### src/rtl/pipeline_alu_vr.sv
// pipeline_alu_vr: handshaked pipeline computing Q = (A op B) lop C.
// Stage 1 captures operands, stage 2 adds/subtracts, stage 3 applies the
// logic op, and stages 4..DEPTH are pure delay. One global enable stalls
// every stage together. Bubbles are not collapsed.
module pipeline_alu_vr #(
   parameter int WIDTH = 4,
   parameter int DEPTH = 3
) (
   input  logic             clk,
   input  logic             rst,
   input  logic             flush,
   input  logic             in_valid,
   output logic             in_ready,
   input  logic [WIDTH-1:0] A,
   input  logic [WIDTH-1:0] B,
   input  logic [WIDTH-1:0] C,
   input  logic             arith_sub,
   input  logic [1:0]       logic_sel,
   output logic             out_valid,
   input  logic             out_ready,
   output logic [WIDTH-1:0] Q,
   output logic             carry
);

   // Stage 3 plus the delay stages that follow it form the tail.
   localparam int NT = DEPTH - 2;

   // Applies the selected logic op to the arithmetic result.
   function automatic logic [WIDTH-1:0] apply_lop(input logic [WIDTH-1:0] s,
                                                  input logic [WIDTH-1:0] c,
                                                  input logic [1:0]       sel);
      logic [WIDTH-1:0] r;
      case (sel)
         2'b00:   r = s ^ c;
         2'b01:   r = s & c;
         2'b10:   r = s | c;
         2'b11:   r = s;
         default: r = s;
      endcase
      return r;
   endfunction

   logic             en_s;
   logic             accept_s;

   logic             s1_valid_q;
   logic [WIDTH-1:0] s1_a_q;
   logic [WIDTH-1:0] s1_b_q;
   logic [WIDTH-1:0] s1_c_q;
   logic             s1_sub_q;
   logic [1:0]       s1_sel_q;

   logic [WIDTH:0]   s2_sum_d;
   logic             s2_valid_q;
   logic [WIDTH:0]   s2_sum_q;
   logic [WIDTH-1:0] s2_c_q;
   logic [1:0]       s2_sel_q;

   logic [WIDTH-1:0] s3_r_d;
   logic [WIDTH-1:0] t_r_q [NT];
   logic             t_c_q [NT];
   logic             t_v_q [NT];

   // Global enable: shift unless the output holds data the consumer refuses.
   always_comb begin
      en_s     = out_ready | ~out_valid;
      accept_s = in_valid & en_s;
   end

   assign in_ready  = en_s;
   assign out_valid = t_v_q[NT-1];
   assign Q         = t_r_q[NT-1];
   assign carry     = t_c_q[NT-1];

   // Arithmetic and logic results computed from the preceding stage registers.
   always_comb begin
      s2_sum_d = {(WIDTH+1){1'b0}};
      if (s1_sub_q) begin
         s2_sum_d = {1'b0, s1_a_q} - {1'b0, s1_b_q};
      end else begin
         s2_sum_d = {1'b0, s1_a_q} + {1'b0, s1_b_q};
      end
      s3_r_d = apply_lop(s2_sum_q[WIDTH-1:0], s2_c_q, s2_sel_q);
   end

   // Stage 1: operand and mode capture; valid only on an accepted transfer.
   always_ff @(posedge clk or posedge rst) begin
      if (rst) begin
         s1_valid_q <= 1'b0;
         s1_a_q     <= {WIDTH{1'b0}};
         s1_b_q     <= {WIDTH{1'b0}};
         s1_c_q     <= {WIDTH{1'b0}};
         s1_sub_q   <= 1'b0;
         s1_sel_q   <= 2'b00;
      end else if (flush) begin
         s1_valid_q <= 1'b0;
      end else if (en_s) begin
         s1_valid_q <= accept_s;
         s1_a_q     <= A;
         s1_b_q     <= B;
         s1_c_q     <= C;
         s1_sub_q   <= arith_sub;
         s1_sel_q   <= logic_sel;
      end else begin
         s1_valid_q <= s1_valid_q;
      end
   end

   // Stage 2: add/subtract with carry or borrow in the top bit; C and mode delayed.
   always_ff @(posedge clk or posedge rst) begin
      if (rst) begin
         s2_valid_q <= 1'b0;
         s2_sum_q   <= {(WIDTH+1){1'b0}};
         s2_c_q     <= {WIDTH{1'b0}};
         s2_sel_q   <= 2'b00;
      end else if (flush) begin
         s2_valid_q <= 1'b0;
      end else if (en_s) begin
         s2_valid_q <= s1_valid_q;
         s2_sum_q   <= s2_sum_d;
         s2_c_q     <= s1_c_q;
         s2_sel_q   <= s1_sel_q;
      end else begin
         s2_valid_q <= s2_valid_q;
      end
   end

   // Stage 3 and delay stages: logic op result and carry shifted toward the output.
   always_ff @(posedge clk or posedge rst) begin
      if (rst) begin
         for (int i = 0; i < NT; i++) begin
            t_v_q[i] <= 1'b0;
            t_r_q[i] <= {WIDTH{1'b0}};
            t_c_q[i] <= 1'b0;
         end
      end else if (flush) begin
         for (int i = 0; i < NT; i++) begin
            t_v_q[i] <= 1'b0;
         end
      end else if (en_s) begin
         t_v_q[0] <= s2_valid_q;
         t_r_q[0] <= s3_r_d;
         t_c_q[0] <= s2_sum_q[WIDTH];
         for (int i = 1; i < NT; i++) begin
            t_v_q[i] <= t_v_q[i-1];
            t_r_q[i] <= t_r_q[i-1];
            t_c_q[i] <= t_c_q[i-1];
         end
      end else begin
         for (int i = 0; i < NT; i++) begin
            t_v_q[i] <= t_v_q[i];
         end
      end
   end

endmodule

### config.mk
export PLATFORM = sky130hd
export DESIGN_NAME = pipeline_alu_vr
export DESIGN_NICKNAME = d
export VERILOG_FILES = /design/src/rtl/pipeline_alu_vr.sv
export SDC_FILE = /design/constraint.sdc
export NUM_CORES = 1
export LEC_CHECK = 0
export BUFFER_PORTS_ARGS = -buffer_cell sky130_fd_sc_hd__buf_4
export CAP_MARGIN = 20
export CORE_UTILIZATION = 45
export DETAILED_ROUTE_END_ITERATION = 6
export GPL_ROUTABILITY_DRIVEN = 0
export PLACE_DENSITY = 0.68
export SYNTH_ARGS = -nofsm -noshare
export SYNTH_HDL_FRONTEND = slang
export SYNTH_SLANG_ARGS = --single-unit
### constraint.sdc
create_clock -name clk -period 1.85 [get_ports clk]
set_input_delay 0.2775 -clock clk [delete_from_list [all_inputs] [get_ports clk]]
set_output_delay 0.2775 -clock clk [all_outputs]
set_load 0.02 [all_outputs]
### Word-level counts from Yosys, hierarchy flattened

Index checks and enable logic that the tools add are counted.

* output and inout bits: 7
* logic and storage cells: 36
* register bits after elaboration: 34
* bits of input ports: 20

* reductions and logical operators: 3
* multiplexer cells: 8
* add/subtract/negate cells: 2
* bitwise logic cells: 7
* eq/ne operators: 3

Operators by type and width (count)
* 4-bit case mux with 4 select lines: 1
* 1-bit two-way mux: 6
* 4-bit by 4-bit adder with 5-bit output: 1
* 5-bit two-way mux: 1
* 4-bit by 4-bit subtractor with 5-bit output: 1
* 4-bit AND: 1
* 2-bit == test (second input constant): 2
* 4-bit bitwise OR: 1
* 4-bit bitwise XOR: 1
* 2-bit by 1-bit == test with 1-bit output (second input constant): 1
* 2-bit logical NOT: 1
* 1-bit inverter: 2
* 2-bit AND reduction: 1
* 2-bit nonzero test: 1
* 1-bit AND: 1
* 1-bit bitwise OR: 1

### Longest topological paths before layout

* depth in word-level cells: 5
* gate-level depth with buffers: 9
* mapped depth without buffers: 9

### Worst setup path after synthesis

Ideal clock, no wire load.

* kind: flip-flop to flip-flop
* start: register s1_b_q[0]
* end: register s2_sum_q[3]
* period minus slack after synthesis: 1.960 ns
* library setup time: 0.110 ns
* path buffers: 0
* cell stages (with the launch flop): 9
* slack: -0.110 ns
* data required time: 1.740 ns
* arrival time: 1.849 ns
* path through: dfrtp_1 > inv_1 > ha_1 > mux2i_1 > ha_1 > nor2b_1 > o21a_1 > o21a_1 > o41ai_1

* longest elaborated chain between the ends: 2
* elaborated cells between the ends (all ways): 3
* classes of those cells: add/sub: 2; mux: 1

RTL lines
* from (decl): line 48 `logic [WIDTH-1:0] s1_b_q;`
* from (signal assigned): line 91 `s1_b_q <= {WIDTH{1'b0}};`
* 4-bit by 4-bit adder with 5-bit output / 4-bit by 4-bit subtractor with 5-bit output (equally long branches): line 81, 79
* 5-bit two-way mux *: line 78 `if (s1_sub_q) begin`
* to (signal assigned): line 113 `s2_sum_q <= {(WIDTH+1){1'b0}};`
* to (signal assigned): line 120 `s2_sum_q <= s2_sum_d;`
* to (decl): line 55 `logic [WIDTH:0] s2_sum_q;`

Mark *: on every way between the ends. The rest lies on a longest branch, timed or not.
A chain may end at the register's enable or synchronous reset.

### Worst setup path after layout

* start: register s1_b_q[1]
* end: register s2_sum_q[3]

Same word-level chain as after synthesis.

==> results.toml <==
[run_status]
outcome = "complete, but fails checks"
violations = "negative setup slack"

[die]
floorplan.initialDensity_pct = 47.03
die_h_um = 63.86
die_w_um = 63.86
io_pins = 27
core_um2 = 3661
num_rows = 22
die_area_um2 = 4077

[global_route]
grt_pass1_wl_mm = 5.023
grt-ovfl-total = 0
antenna_found_initial = 0
grt_pass1_vias = 1208
grtUsageTotal_pct = 16.27
grt_max_degree = 42

[place]
port_buffers = 26
placed_area_um2 = 2022
dpl.cell_count = 220
hpwl_mm = 1.923

[yosys]
synthTopCellsByArea = "dfrtp_1 49%, ha_1 9.4%, mux2_2 8.5%, mux4_1 6.1%, inv_1 3.9%"
synth.avg_cell_area_um2 = 12.04
ys_seq_elements = 34
synth_top_area_cell = "dfrtp_1"
syn_inst = 143
synth_edf_count = 0
synth_seq_area_share_pct = 49.42
syn-cell-area_um2 = 1722
yosysWarnings = 0
synth_fp_nets = 177
synth_top_area_share_pct = 49.42
async_flop_share_pct = 100.0
ys_types = 25
ys.flop_type = "dfrtp_1"

[timing]
hold_viol_final = 0
rsz0062_at_grt = "true"
max_freq_mhz = 520.9
tightest_slew_ns = 0.4204
finClkSkew_ns = 0.004869
finalWorstSetupSlack_ns = -0.06989
final_max_slew_viol_count = 0
fin_crit_ns = 1.920
max_slew_margin_pct = 71.97
min_period_over_period_pct = 103.8
fin_setup_tns_ns = -0.1143
setup_viol = 2

[worst_setup_path]
worst-path-max-fanout = 2
cpPeakStageDelay_ns = 0.39
worst_path_max_delay_cell = "dfrtp_1"
critical_path.top_delay_family = "compound AO/OA/AOI/OAI gates"
crit_top_cell = "o21a_1"
path_class = "flop to flop"
end_kind = "flop"
cp_data_arrival_time_ns = 2.10
crit_buf_inv = 1
critPathLaunchType = "flop"
path_cells = "inv_2 > ha_4 > mux2i_4 > ha_1 > nor2b_1 > o21a_1 > o21a_1 > o41ai_2"
cp.required_ns = 2.03

[flow_run]
max-cap-violations = 0

[cells_and_area]
drive_gt1_share_pct = 38.25
final_area_um2 = 2190
fin_cells = 231
antenna_cells = 0
finish.utilization_pct = 59.81
layout.nets = 216
syn_to_final_growth_pct = 27.18

[clocking]
clk_latency_ns = 0.28
clk_pin_slew_ns = 0.06
cts_hold_buf = 0
cts_tree = "done"
cts_made_buffers = 5
clock-sinks = 34
cts_root_buf = "clkbuf_8"
cts_max_path_buffers = 2
ctsHtreeMaxLevel = 2

[worst_hold_path]
hp-class = "input pin to async pin"

[routing]
wl_per_cell_um = 12.35
ant_nets = 0
drtPass1Iterations = 4
vias = 1126
drt_iter0_drc = 25
vias_per_cell = 4.874
routed_wl_mm = 2.852
drc = 0

[power_and_ir_drop]
leakagePower_nw = 1.057
pwr_density_cell_nw_per_um2 = 1088
max-vdd-ir-drop_uv = 711.2
[tightest hold or removal path, cell delays in order]
cell	delay (ns)
buf_4	0.11
inv_1	0.04
buf_4	0.37
[cell usage in the layout (no fill, tap or decap)]
| cell type | n |
|---|---|
| nor3_1 | 2 |
| clkbuf_8 | 8 |
| dfrtp_1 | 34 |
| xnor2_1 | 3 |
| nor2_2 | 1 |
| ha_1 | 12 |
| mux2_4 | 4 |
| o41ai_2 | 1 |
| mux2_1 | 2 |
| o21ai_0 | 10 |
| o21a_1 | 2 |
| a21oi_2 | 1 |
| nor2_1 | 7 |
| buf_4 | 35 |
| nor2b_2 | 1 |
| a21oi_1 | 5 |
| inv_1 | 16 |
| mux4_1 | 4 |
| inv_2 | 2 |
| a21o_1 | 1 |
| buf_12 | 1 |
| ha_4 | 1 |
| fa_2 | 1 |
| xor2_1 | 1 |
| mux2i_4 | 1 |
| mux2_2 | 13 |
| nor2b_1 | 1 |
| nand2_1 | 13 |
[layout make-up]
| type | count | area, µm² |
|---|---|---|
| fill | 299 | 1471 |
| sequential | 34 | 850.8 |
| multi-input combinational | 87 | 818.3 |
| timing repair buffer | 36 | 282.8 |
| clock buffer | 8 | 110.1 |
| inverter | 18 | 67.56 |
| tap | 48 | 60.06 |
[sequential cells by signal (all words and copies together), names as in the netlist]
| name | cells |
|---|---|
| s2_sum_q | 5 |
| Q | 4 |
| s1_a_q | 4 |
| s1_b_q | 4 |
| s1_c_q | 4 |
| s2_c_q | 4 |
| s1_sel_q | 2 |
| s2_sel_q | 2 |
| carry | 1 |
| out_valid | 1 |
| s1_sub_q | 1 |
| s1_valid_q | 1 |
| s2_valid_q | 1 |
[cell usage after synthesis, types with 2 or more instances]
library cell / n
buf_4: 2
mux2_4: 4
ha_1: 13
xnor2_1: 3
o21a_1: 2
nor2_1: 7
dfrtp_1: 34
nand2_1: 13
o21ai_0: 10
nor3_1: 2
mux4_1: 4
mux2_1: 2
mux2_2: 13
a21oi_1: 6
inv_1: 18
[metal layers]
metal | up-vias | global-route usage, % | share of wire [%]
li1 | 559 | - | -
met1 | 543 | 17.25 | 42
met2 | 19 | 29.12 | 52
met3 | 5 | 5.536 | 4.1
met4 | 0 | 6.818 | 1.7
met5 | - | 0 | 0
[cells by family after synthesis]
group                    count (synthesis)  synth area share, %
XOR/XNOR                                 4                2.035
multiplexers                            24                19.99
AO/OA/AOI/OAI                           20                6.468
buffers and inverters                   22                5.304
adder cells (fa/ha/maj)                 14                10.61
flip-flops                              34                49.42
AND/OR/NAND/NOR                         25                6.178
[final timing paths]
path | startpoint | slack, ns | cells past startpoint | endpoint
max in group asynchronous | rst | 1.46 | 3 | s1_c_q[2]$_DFFE_PP0P_
max reg2reg | s1_b_q[1]$_DFFE_PP0P_ | -0.07 | 8 | s2_sum_q[3]$_DFFE_PP0P_
min in group clk | B[0] | 0.20 | 3 | s1_b_q[0]$_DFFE_PP0P_
max | s1_b_q[1]$_DFFE_PP0P_ | -0.07 | 8 | s2_sum_q[3]$_DFFE_PP0P_
min | rst | 0.09 | 3 | s1_a_q[3]$_DFFE_PP0P_
min reg2reg | s1_c_q[1]$_DFFE_PP0P_ | 0.48 | 2 | s2_c_q[1]$_DFFE_PP0P_
[stage by stage]
step                      hold slack, ns  total power (W)  worst slack [ns]
after floorplan                   0.3406         0.001482           -0.1010
after CTS                         0.1036         0.002396           -0.1016
final                            0.08941         0.002383          -0.06989
after global placement            0.3978         0.001690          -0.08013
after detailed placement          0.4138         0.001722           -0.1487
after global routing              0.1467         0.002534           -0.1622
[repair_timing]
item / in CTS / in global routing
buffers inserted: 1 / 2
endpoints found under the setup margin: 3 / 3
pin swaps: 2 / 5
resized for setup: 5 / 2
[where the power goes]
part	internal [W]	total, W	switching, W	leakage [nW]
registers	0.000893	0.00100	0.000107	0.406
clock network	0.000376	0.000634	0.000258	0.0575
logic	0.000429	0.000750	0.000321	0.593
total	0.00170	0.00238	0.000686	1.06
Power figures use the tool's default switching activity.
